### config.mk
export PLATFORM = sky130hd
export DESIGN_NAME = piradip_axis_gain_ramp
export DESIGN_NICKNAME = d
export VERILOG_FILES = /design/src/rtl/piradip_gain_pkg.sv /design/src/rtl/piradip_gain_lane.sv /design/src/rtl/piradip_axis_gain_ramp.sv
export SDC_FILE = /design/constraint.sdc
export NUM_CORES = 2
export LEC_CHECK = 0
export CELL_PAD_IN_SITES_DETAIL_PLACEMENT = 1
export CELL_PAD_IN_SITES_GLOBAL_PLACEMENT = 1
export CORE_MARGIN = 2
export CORE_UTILIZATION = 30
export CTS_CLUSTER_SIZE = 20
export DETAILED_ROUTE_END_ITERATION = 8
export PLACE_DENSITY_LB_ADDON = 0.1
export SKIP_LAST_GASP = 1
export SLEW_MARGIN = 30
export SYNTH_ARGS = -nofsm -noshare
export SYNTH_HDL_FRONTEND = slang
export SYNTH_SLANG_ARGS = --single-unit
### constraint.sdc
create_clock -name aclk -period 10.01 [get_ports aclk]
set_input_delay 2.002 -clock aclk [delete_from_list [all_inputs] [get_ports aclk]]
set_output_delay 2.002 -clock aclk [all_outputs]
set_load 0.05 [all_outputs]
### src/rtl/piradip_gain_pkg.sv
// Shared constants and helpers for the AXI-Stream gain-ramp block:
// register map, ID word and a generic signed saturator.
package piradip_gain_pkg;

  localparam logic [2:0]  REG_ID      = 3'd0;
  localparam logic [2:0]  REG_TARGET  = 3'd1;
  localparam logic [2:0]  REG_STEP    = 3'd2;
  localparam logic [2:0]  REG_CURRENT = 3'd3;
  localparam logic [2:0]  REG_SATCNT  = 3'd4;

  localparam logic [31:0] GAIN_ID = 32'h5053_4752;

  // Clamp a sign-extended value to the range of a w-bit signed number.
  function automatic logic signed [63:0] sat_signed(input logic signed [63:0] v,
                                                    input int unsigned       w);
    logic signed [63:0] hi;
    logic signed [63:0] lo;
    logic signed [63:0] r;
    hi = (64'sd1 <<< (w - 32'd1)) - 64'sd1;
    lo = -(64'sd1 <<< (w - 32'd1));
    if (v > hi) begin
      r = hi;
    end else if (v < lo) begin
      r = lo;
    end else begin
      r = v;
    end
    return r;
  endfunction

endpackage

### src/rtl/piradip_gain_lane.sv
// One sample lane: input register, full-width multiply, then round/saturate.
// All three stages advance together on en_i.
module piradip_gain_lane
  import piradip_gain_pkg::*;
#(
  parameter int SAMPLE_WIDTH     = 16,
  parameter int GAIN_WIDTH       = 18,
  parameter int FRACTIONAL_WIDTH = 14
) (
  input  logic                           clk_i,
  input  logic                           rst_ni,
  input  logic                           en_i,
  input  logic signed [SAMPLE_WIDTH-1:0] x_i,
  input  logic signed [GAIN_WIDTH-1:0]   g_i,
  output logic signed [SAMPLE_WIDTH-1:0] y_o,
  output logic                           sat_o
);

  localparam int PW = SAMPLE_WIDTH + GAIN_WIDTH;
  localparam logic signed [PW:0] HALF_C = {{PW{1'b0}}, 1'b1} << (FRACTIONAL_WIDTH - 1);

  logic signed [SAMPLE_WIDTH-1:0] x_q;
  logic signed [GAIN_WIDTH-1:0]   g_q;
  logic signed [PW-1:0]           prod_q;
  logic signed [PW-1:0]           prod_d;
  logic signed [PW-1:0]           xe_s;
  logic signed [PW-1:0]           ge_s;
  logic signed [PW:0]             rnd_s;
  logic signed [PW:0]             sh_s;
  logic signed [63:0]             wide_s;
  logic signed [63:0]             clamp_s;
  logic signed [SAMPLE_WIDTH-1:0] y_q;
  logic signed [SAMPLE_WIDTH-1:0] y_d;
  logic                           sat_q;
  logic                           sat_d;

  // Multiply in PW bits so the product can never wrap; the extra rounding
  // bit keeps the +half from overflowing at the most positive product.
  always_comb begin
    xe_s    = {{GAIN_WIDTH{x_q[SAMPLE_WIDTH-1]}}, x_q};
    ge_s    = {{SAMPLE_WIDTH{g_q[GAIN_WIDTH-1]}}, g_q};
    prod_d  = xe_s * ge_s;
    rnd_s   = {prod_q[PW-1], prod_q} + HALF_C;
    sh_s    = rnd_s >>> FRACTIONAL_WIDTH;
    wide_s  = {{(63 - PW){sh_s[PW]}}, sh_s};
    clamp_s = sat_signed(wide_s, SAMPLE_WIDTH);
    y_d     = clamp_s[SAMPLE_WIDTH-1:0];
    sat_d   = (clamp_s != wide_s);
  end

  // Three pipeline stages held as a unit while the output is stalled.
  always_ff @(posedge clk_i or negedge rst_ni) begin
    if (!rst_ni) begin
      x_q    <= {SAMPLE_WIDTH{1'b0}};
      g_q    <= {GAIN_WIDTH{1'b0}};
      prod_q <= {PW{1'b0}};
      y_q    <= {SAMPLE_WIDTH{1'b0}};
      sat_q  <= 1'b0;
    end else if (en_i) begin
      x_q    <= x_i;
      g_q    <= g_i;
      prod_q <= prod_d;
      y_q    <= y_d;
      sat_q  <= sat_d;
    end else begin
      x_q    <= x_q;
      g_q    <= g_q;
      prod_q <= prod_q;
      y_q    <= y_q;
      sat_q  <= sat_q;
    end
  end

  assign y_o   = y_q;
  assign sat_o = sat_q;

endmodule

### src/rtl/piradip_axis_gain_ramp.sv
// AXI-Stream gain stage with a ramped gain: every accepted beat uses the
// current gain, which then steps toward the programmed target.
module piradip_axis_gain_ramp
  import piradip_gain_pkg::*;
#(
  parameter int SAMPLE_WIDTH     = 16,
  parameter int NSAMPLES         = 4,
  parameter int GAIN_WIDTH       = 18,
  parameter int FRACTIONAL_WIDTH = 14
) (
  input  logic                             aclk,
  input  logic                             aresetn,
  input  logic [SAMPLE_WIDTH*NSAMPLES-1:0] s_axis_tdata,
  input  logic                             s_axis_tvalid,
  input  logic                             s_axis_tlast,
  output logic                             s_axis_tready,
  output logic [SAMPLE_WIDTH*NSAMPLES-1:0] m_axis_tdata,
  output logic                             m_axis_tvalid,
  output logic                             m_axis_tlast,
  input  logic                             m_axis_tready,
  input  logic                             wren,
  input  logic [2:0]                       wreg_no,
  input  logic [31:0]                      wreg_data,
  input  logic [2:0]                       rreg_no,
  output logic [31:0]                      rreg_data
);

  localparam int SCW = $clog2(NSAMPLES + 1) + 1;
  localparam logic signed [GAIN_WIDTH-1:0] UNITY_C =
    {{(GAIN_WIDTH-1){1'b0}}, 1'b1} << FRACTIONAL_WIDTH;

  logic                           adv_s;
  logic                           hs_s;
  logic                           emit_s;
  logic                           v1_q, v2_q, v3_q;
  logic                           last1_q, last2_q, last3_q;
  logic signed [GAIN_WIDTH-1:0]   tgt_q, tgt_d;
  logic signed [GAIN_WIDTH-1:0]   cur_q, cur_d;
  logic [GAIN_WIDTH-2:0]          step_q, step_d;
  logic [31:0]                    satcnt_q, satcnt_d;
  logic signed [GAIN_WIDTH:0]     cur_x_s, tgt_x_s, step_x_s, diff_s, sum_s;
  logic [NSAMPLES-1:0]            sat_s;
  logic [SCW-1:0]                 popcnt_s;
  logic [32:0]                    sat_sum_s;
  logic signed [SAMPLE_WIDTH-1:0] y_s [NSAMPLES];
  logic                           unused_s;

  assign adv_s         = m_axis_tready | ~v3_q;
  assign s_axis_tready = adv_s & aresetn;
  assign hs_s          = s_axis_tvalid & s_axis_tready;
  assign emit_s        = v3_q & m_axis_tready;
  assign unused_s      = ^{wreg_data[31:GAIN_WIDTH], sum_s[GAIN_WIDTH]};

  for (genvar i = 0; i < NSAMPLES; i++) begin : g_lane
    piradip_gain_lane #(
      .SAMPLE_WIDTH     (SAMPLE_WIDTH),
      .GAIN_WIDTH       (GAIN_WIDTH),
      .FRACTIONAL_WIDTH (FRACTIONAL_WIDTH)
    ) u_lane (
      .clk_i  (aclk),
      .rst_ni (aresetn),
      .en_i   (adv_s),
      .x_i    (s_axis_tdata[i*SAMPLE_WIDTH +: SAMPLE_WIDTH]),
      .g_i    (cur_q),
      .y_o    (y_s[i]),
      .sat_o  (sat_s[i])
    );
    assign m_axis_tdata[i*SAMPLE_WIDTH +: SAMPLE_WIDTH] = y_s[i];
  end

  // Next gain: one STEP toward TARGET, landing exactly on it when within reach.
  always_comb begin
    cur_x_s  = {cur_q[GAIN_WIDTH-1], cur_q};
    tgt_x_s  = {tgt_q[GAIN_WIDTH-1], tgt_q};
    step_x_s = {2'b00, step_q};
    diff_s   = tgt_x_s - cur_x_s;
    sum_s    = cur_x_s;
    if (~|step_q) begin
      sum_s = tgt_x_s;
    end else if (diff_s > step_x_s) begin
      sum_s = cur_x_s + step_x_s;
    end else if (diff_s < -step_x_s) begin
      sum_s = cur_x_s - step_x_s;
    end else begin
      sum_s = tgt_x_s;
    end
    cur_d = hs_s ? sum_s[GAIN_WIDTH-1:0] : cur_q;
  end

  // Register-port writes; a ramp in progress continues from CURRENT.
  always_comb begin
    tgt_d  = tgt_q;
    step_d = step_q;
    if (wren && (wreg_no == REG_TARGET)) begin
      tgt_d = wreg_data[GAIN_WIDTH-1:0];
    end else if (wren && (wreg_no == REG_STEP)) begin
      step_d = wreg_data[GAIN_WIDTH-2:0];
    end else begin
      tgt_d  = tgt_q;
      step_d = step_q;
    end
  end

  // Saturation counter: adds clamped lanes of each emitted beat; a write clears.
  always_comb begin
    popcnt_s = {SCW{1'b0}};
    for (int i = 0; i < NSAMPLES; i++) begin
      popcnt_s = popcnt_s + {{(SCW-1){1'b0}}, sat_s[i]};
    end
    sat_sum_s = {1'b0, satcnt_q} + {{(33-SCW){1'b0}}, popcnt_s};
    satcnt_d  = satcnt_q;
    if (wren && (wreg_no == REG_SATCNT)) begin
      satcnt_d = 32'h0000_0000;
    end else if (emit_s) begin
      satcnt_d = sat_sum_s[32] ? 32'hFFFF_FFFF : sat_sum_s[31:0];
    end else begin
      satcnt_d = satcnt_q;
    end
  end

  // Combinational register read mux.
  always_comb begin
    case (rreg_no)
      REG_ID:      rreg_data = GAIN_ID;
      REG_TARGET:  rreg_data = {{(32-GAIN_WIDTH){tgt_q[GAIN_WIDTH-1]}}, tgt_q};
      REG_STEP:    rreg_data = {{(33-GAIN_WIDTH){1'b0}}, step_q};
      REG_CURRENT: rreg_data = {{(32-GAIN_WIDTH){cur_q[GAIN_WIDTH-1]}}, cur_q};
      REG_SATCNT:  rreg_data = satcnt_q;
      default:     rreg_data = 32'h0000_0000;
    endcase
  end

  // Control registers and gain state.
  always_ff @(posedge aclk or negedge aresetn) begin
    if (!aresetn) begin
      tgt_q    <= UNITY_C;
      cur_q    <= UNITY_C;
      step_q   <= {(GAIN_WIDTH-1){1'b0}};
      satcnt_q <= 32'h0000_0000;
    end else begin
      tgt_q    <= tgt_d;
      cur_q    <= cur_d;
      step_q   <= step_d;
      satcnt_q <= satcnt_d;
    end
  end

  // Beat valid/tlast tracking, moving in lockstep with the lane stages.
  always_ff @(posedge aclk or negedge aresetn) begin
    if (!aresetn) begin
      v1_q    <= 1'b0;
      v2_q    <= 1'b0;
      v3_q    <= 1'b0;
      last1_q <= 1'b0;
      last2_q <= 1'b0;
      last3_q <= 1'b0;
    end else if (adv_s) begin
      v1_q    <= hs_s;
      v2_q    <= v1_q;
      v3_q    <= v2_q;
      last1_q <= s_axis_tlast & hs_s;
      last2_q <= last1_q;
      last3_q <= last2_q;
    end else begin
      v1_q    <= v1_q;
      v2_q    <= v2_q;
      v3_q    <= v3_q;
      last1_q <= last1_q;
      last2_q <= last2_q;
      last3_q <= last3_q;
    end
  end

  assign m_axis_tvalid = v3_q;
  assign m_axis_tlast  = last3_q;

endmodule

==> qor.yml <==
drt-total-wl_um: 185000
hold_viol: 0
track_usage_pct: 18.8
area_delta_synth_final_pct: 10.6
cts_sinks: 325
met1_length_um: 92400
io-pin-count: 207
wl_met3_um: 6360
start_util_pct: 30.2
top_layer: "met4"
hold_slack_ns: 0.463
synth_most_common_cell: "inv_1"
numCtsBuffers: 48
synth_area_leaders: "fa_1 38%, dfrtp_1 13%, ha_1 8.9%"
drive_above_1_share_pct: 3.52
cp_cell_sequence: "buf_4, nand2_1, fa_1, inv_1, fa_1, fa_1, fa_1, fa_1, inv_1, fa_1, inv_1, ha_1, and4_1, nand3_1, a2bb2oi_1, a21oi_1, o311ai_1, a21boi_1, o41ai_4, o21ai_1, a2111oi_0, nor3b_1"
maxSlewViolCount: 0
cp-end-kind: "flop"
critPathLaunchType: "flop"
cp_num_buf_inv: 4
setup_tns_ns: 0
cts_root_buf: "clkbuf_16"
vias: 44652
io_buffers: 192
firstDrtPassIters: 5
clkLatencyLatePin_ns: 0.72
grt_max_degree: 91
grt_pass1_wl_um: 299000
gp_congestion: 0.789
synth-edff-count: 0
cts.path.max_buffers: 3
synth_area_leader_cell: "fa_1"
drt_iter0_markers: 1999
wl_met2_um: 82600
hold_buffers: 0
avgRoutedWirePerCell_um: 19.7
cts.repair.resized: 0
relSlewSlack_pct: 32.3
antenna_found_initial: 4
rows: 164
cts_tree: "done"
worst_pin_slew_ns: 1.00
cap_violations: 0
nets: 8403
post_cts_buffers: 0
cp_slowest_stage_delay_ns: 0.95
synthFlopType: "dfrtp_1"
reg2reg_from: "g_lane[1].u_lane.g_q[6]"
viasPerCell: 4.75
rrSetupSlack_ns: 2.10
skew_ns: 0.0624
critical-path-top-delay-family: "adder cells"
required_ns: 10.57
grt_pass1_vias: 50283
dpl.cell_count: 9308
synth-seq-area-share_pct: 13.5
synthTopCellsByCount: "1354 x inv_1, 1162 x fa_1, 937 x nand2_1"
hold_depth: 2
yosys_warnings: 0
hold_class: "flop to flop"
post_layout_nonfiller_instances: 9406
hold_end: "v2_q"
worstPathMaxFanout: 35
dieArea_um2: 205000
antenna_left: 0
cpMostUsedCell: "fa_1"
period_share_pct: 79.0
drc: 0
yosysTopAreaCellShare_pct: 38.5
die_y_um: 453
gr-total-overflow: 0
die_x_um: 453
holdCritStartpoint: "v2_q"
outcome: "finished clean"
r2r_end: "g_lane[3].u_lane.prod_q[33]"
yosysUniqueCellTypes: 87
fmax_ghz: 0.126
cpMaxStageDelayCell: "dfrtp_2"
ys_async_sr_fraction_pct: 100
critical_path_arrival_ns: 8.47
syn_inst: 6725
reg2reg_depth: 22
finalSetupViolations: 0
critPathKind: "flop to flop"
design.core.area_um2: 200000
rsz0062_at_grt: "no"
ys_seq_elements: 325
place_hpwl_um: 148000
clkTransAtPathRegs_ns: 0.07
syn_avg_cell_area_um2: 8.99
synth_nets: 8425
syn_area_um2: 60500
post-route-min-period_ns: 7.91
htree_levels: 2
## cell families after synthesis
group	share of synthesized area (%)
adder cells (fa/ha/maj)	47.4
XOR/XNOR	3.11
buffers and inverters	10.6
AO/OA/AOI/OAI	8.15
flip-flops	13.5
AND/OR/NAND/NOR	16.6
multiplexers	0.687
## sequential cells by signal, indices dropped and copies added, names as in the netlist
register and count:
last1_q 1, v2_q 1, v1_q 1, g_lane.u_lane.x_q 64
satcnt_q 32, tgt_q 18, m_axis_tlast 1, step_q 17
g_lane.u_lane.prod_q 84, g_lane.u_lane.g_q 18, m_axis_tvalid 1, g_lane.u_lane.sat_o 4
last2_q 1, g_lane.u_lane.y_o 64, cur_q 18
## how the worst max path moves through the flow
| stage | from | endpoint | depth (start not counted) |
|---|---|---|---|
| after floorplan | g_lane[0].u_lane.x_q[7] | g_lane[0].u_lane.prod_q[33] | 24 |
| after global placement | g_lane[1].u_lane.g_q[6] | g_lane[3].u_lane.prod_q[33] | 22 |
| after detailed placement | g_lane[1].u_lane.g_q[6] | g_lane[3].u_lane.prod_q[33] | 22 |
| after CTS | g_lane[1].u_lane.g_q[6] | g_lane[3].u_lane.prod_q[33] | 22 |
| after global routing | g_lane[1].u_lane.g_q[6] | g_lane[3].u_lane.prod_q[33] | 22 |
| final | g_lane[1].u_lane.g_q[6] | g_lane[3].u_lane.prod_q[33] | 22 |
## metrics by stage
stage          cell area, um2  worst slack (ns)  utilization, %
3_5_place_dp            65100              2.12            32.5
3_3_place_gp            65100              2.16            32.5
2_1_floorplan           60500              3.42               -
6_report                66900              2.10            33.4
5_1_grt                 66900              1.64            33.4
4_1_cts                 66800              2.05            33.4
## worst reg2reg max path, cell delays in order (launching register included)
cell       delay [ns]
dfrtp_2          0.95
buf_4            0.42
nand2_1          0.12
fa_1             0.55
inv_1            0.05
fa_1             0.55
fa_1             0.44
fa_1             0.47
fa_1             0.49
inv_1            0.05
fa_1             0.47
inv_1            0.04
ha_1             0.34
and4_1           0.25
nand3_1          0.08
a2bb2oi_1        0.55
a21oi_1          0.22
o311ai_1         0.44
a21boi_1         0.24
o41ai_4          0.33
o21ai_1          0.18
a2111oi_0        0.43
nor3b_1          0.09
## final cells by class
type	count	area (um2)
inverter	1354	5080
antenna	9	22.5
timing repair buffer	272	2570
multi-input combinational	4702	46000
clock inverter	22	350
tap	2656	3320
clock buffer	66	1350
sequential	325	8160
fill	23175	133000
## per-layer routing
metal	vias to the layer above	track usage, %
met5	-	0
met4	0	3.77
met3	120	2.31
met2	495	29.4
met1	23564	27.6
li1	20473	-
## layout by cell type (no fill, tap or decap), types with 67 or more instances in the layout
| cell type | count |
|---|---|
| a21oi_1 | 194 |
| and2_1 | 547 |
| buf_4 | 77 |
| clkdlybuf4s50_1 | 191 |
| dfrtp_1 | 304 |
| fa_1 | 1162 |
| ha_1 | 430 |
| inv_1 | 1354 |
| nand2_1 | 937 |
| nand3_1 | 91 |
| nor2_1 | 248 |
| nor3_1 | 75 |
| o211ai_1 | 67 |
| o21a_1 | 83 |
| o21ai_0 | 139 |
| xnor2_1 | 130 |
| xor2_1 | 84 |
Power is left out: the tool's default activity adds up to more than one toggle a clock period on the data nets, which glitch-free logic cannot reach.
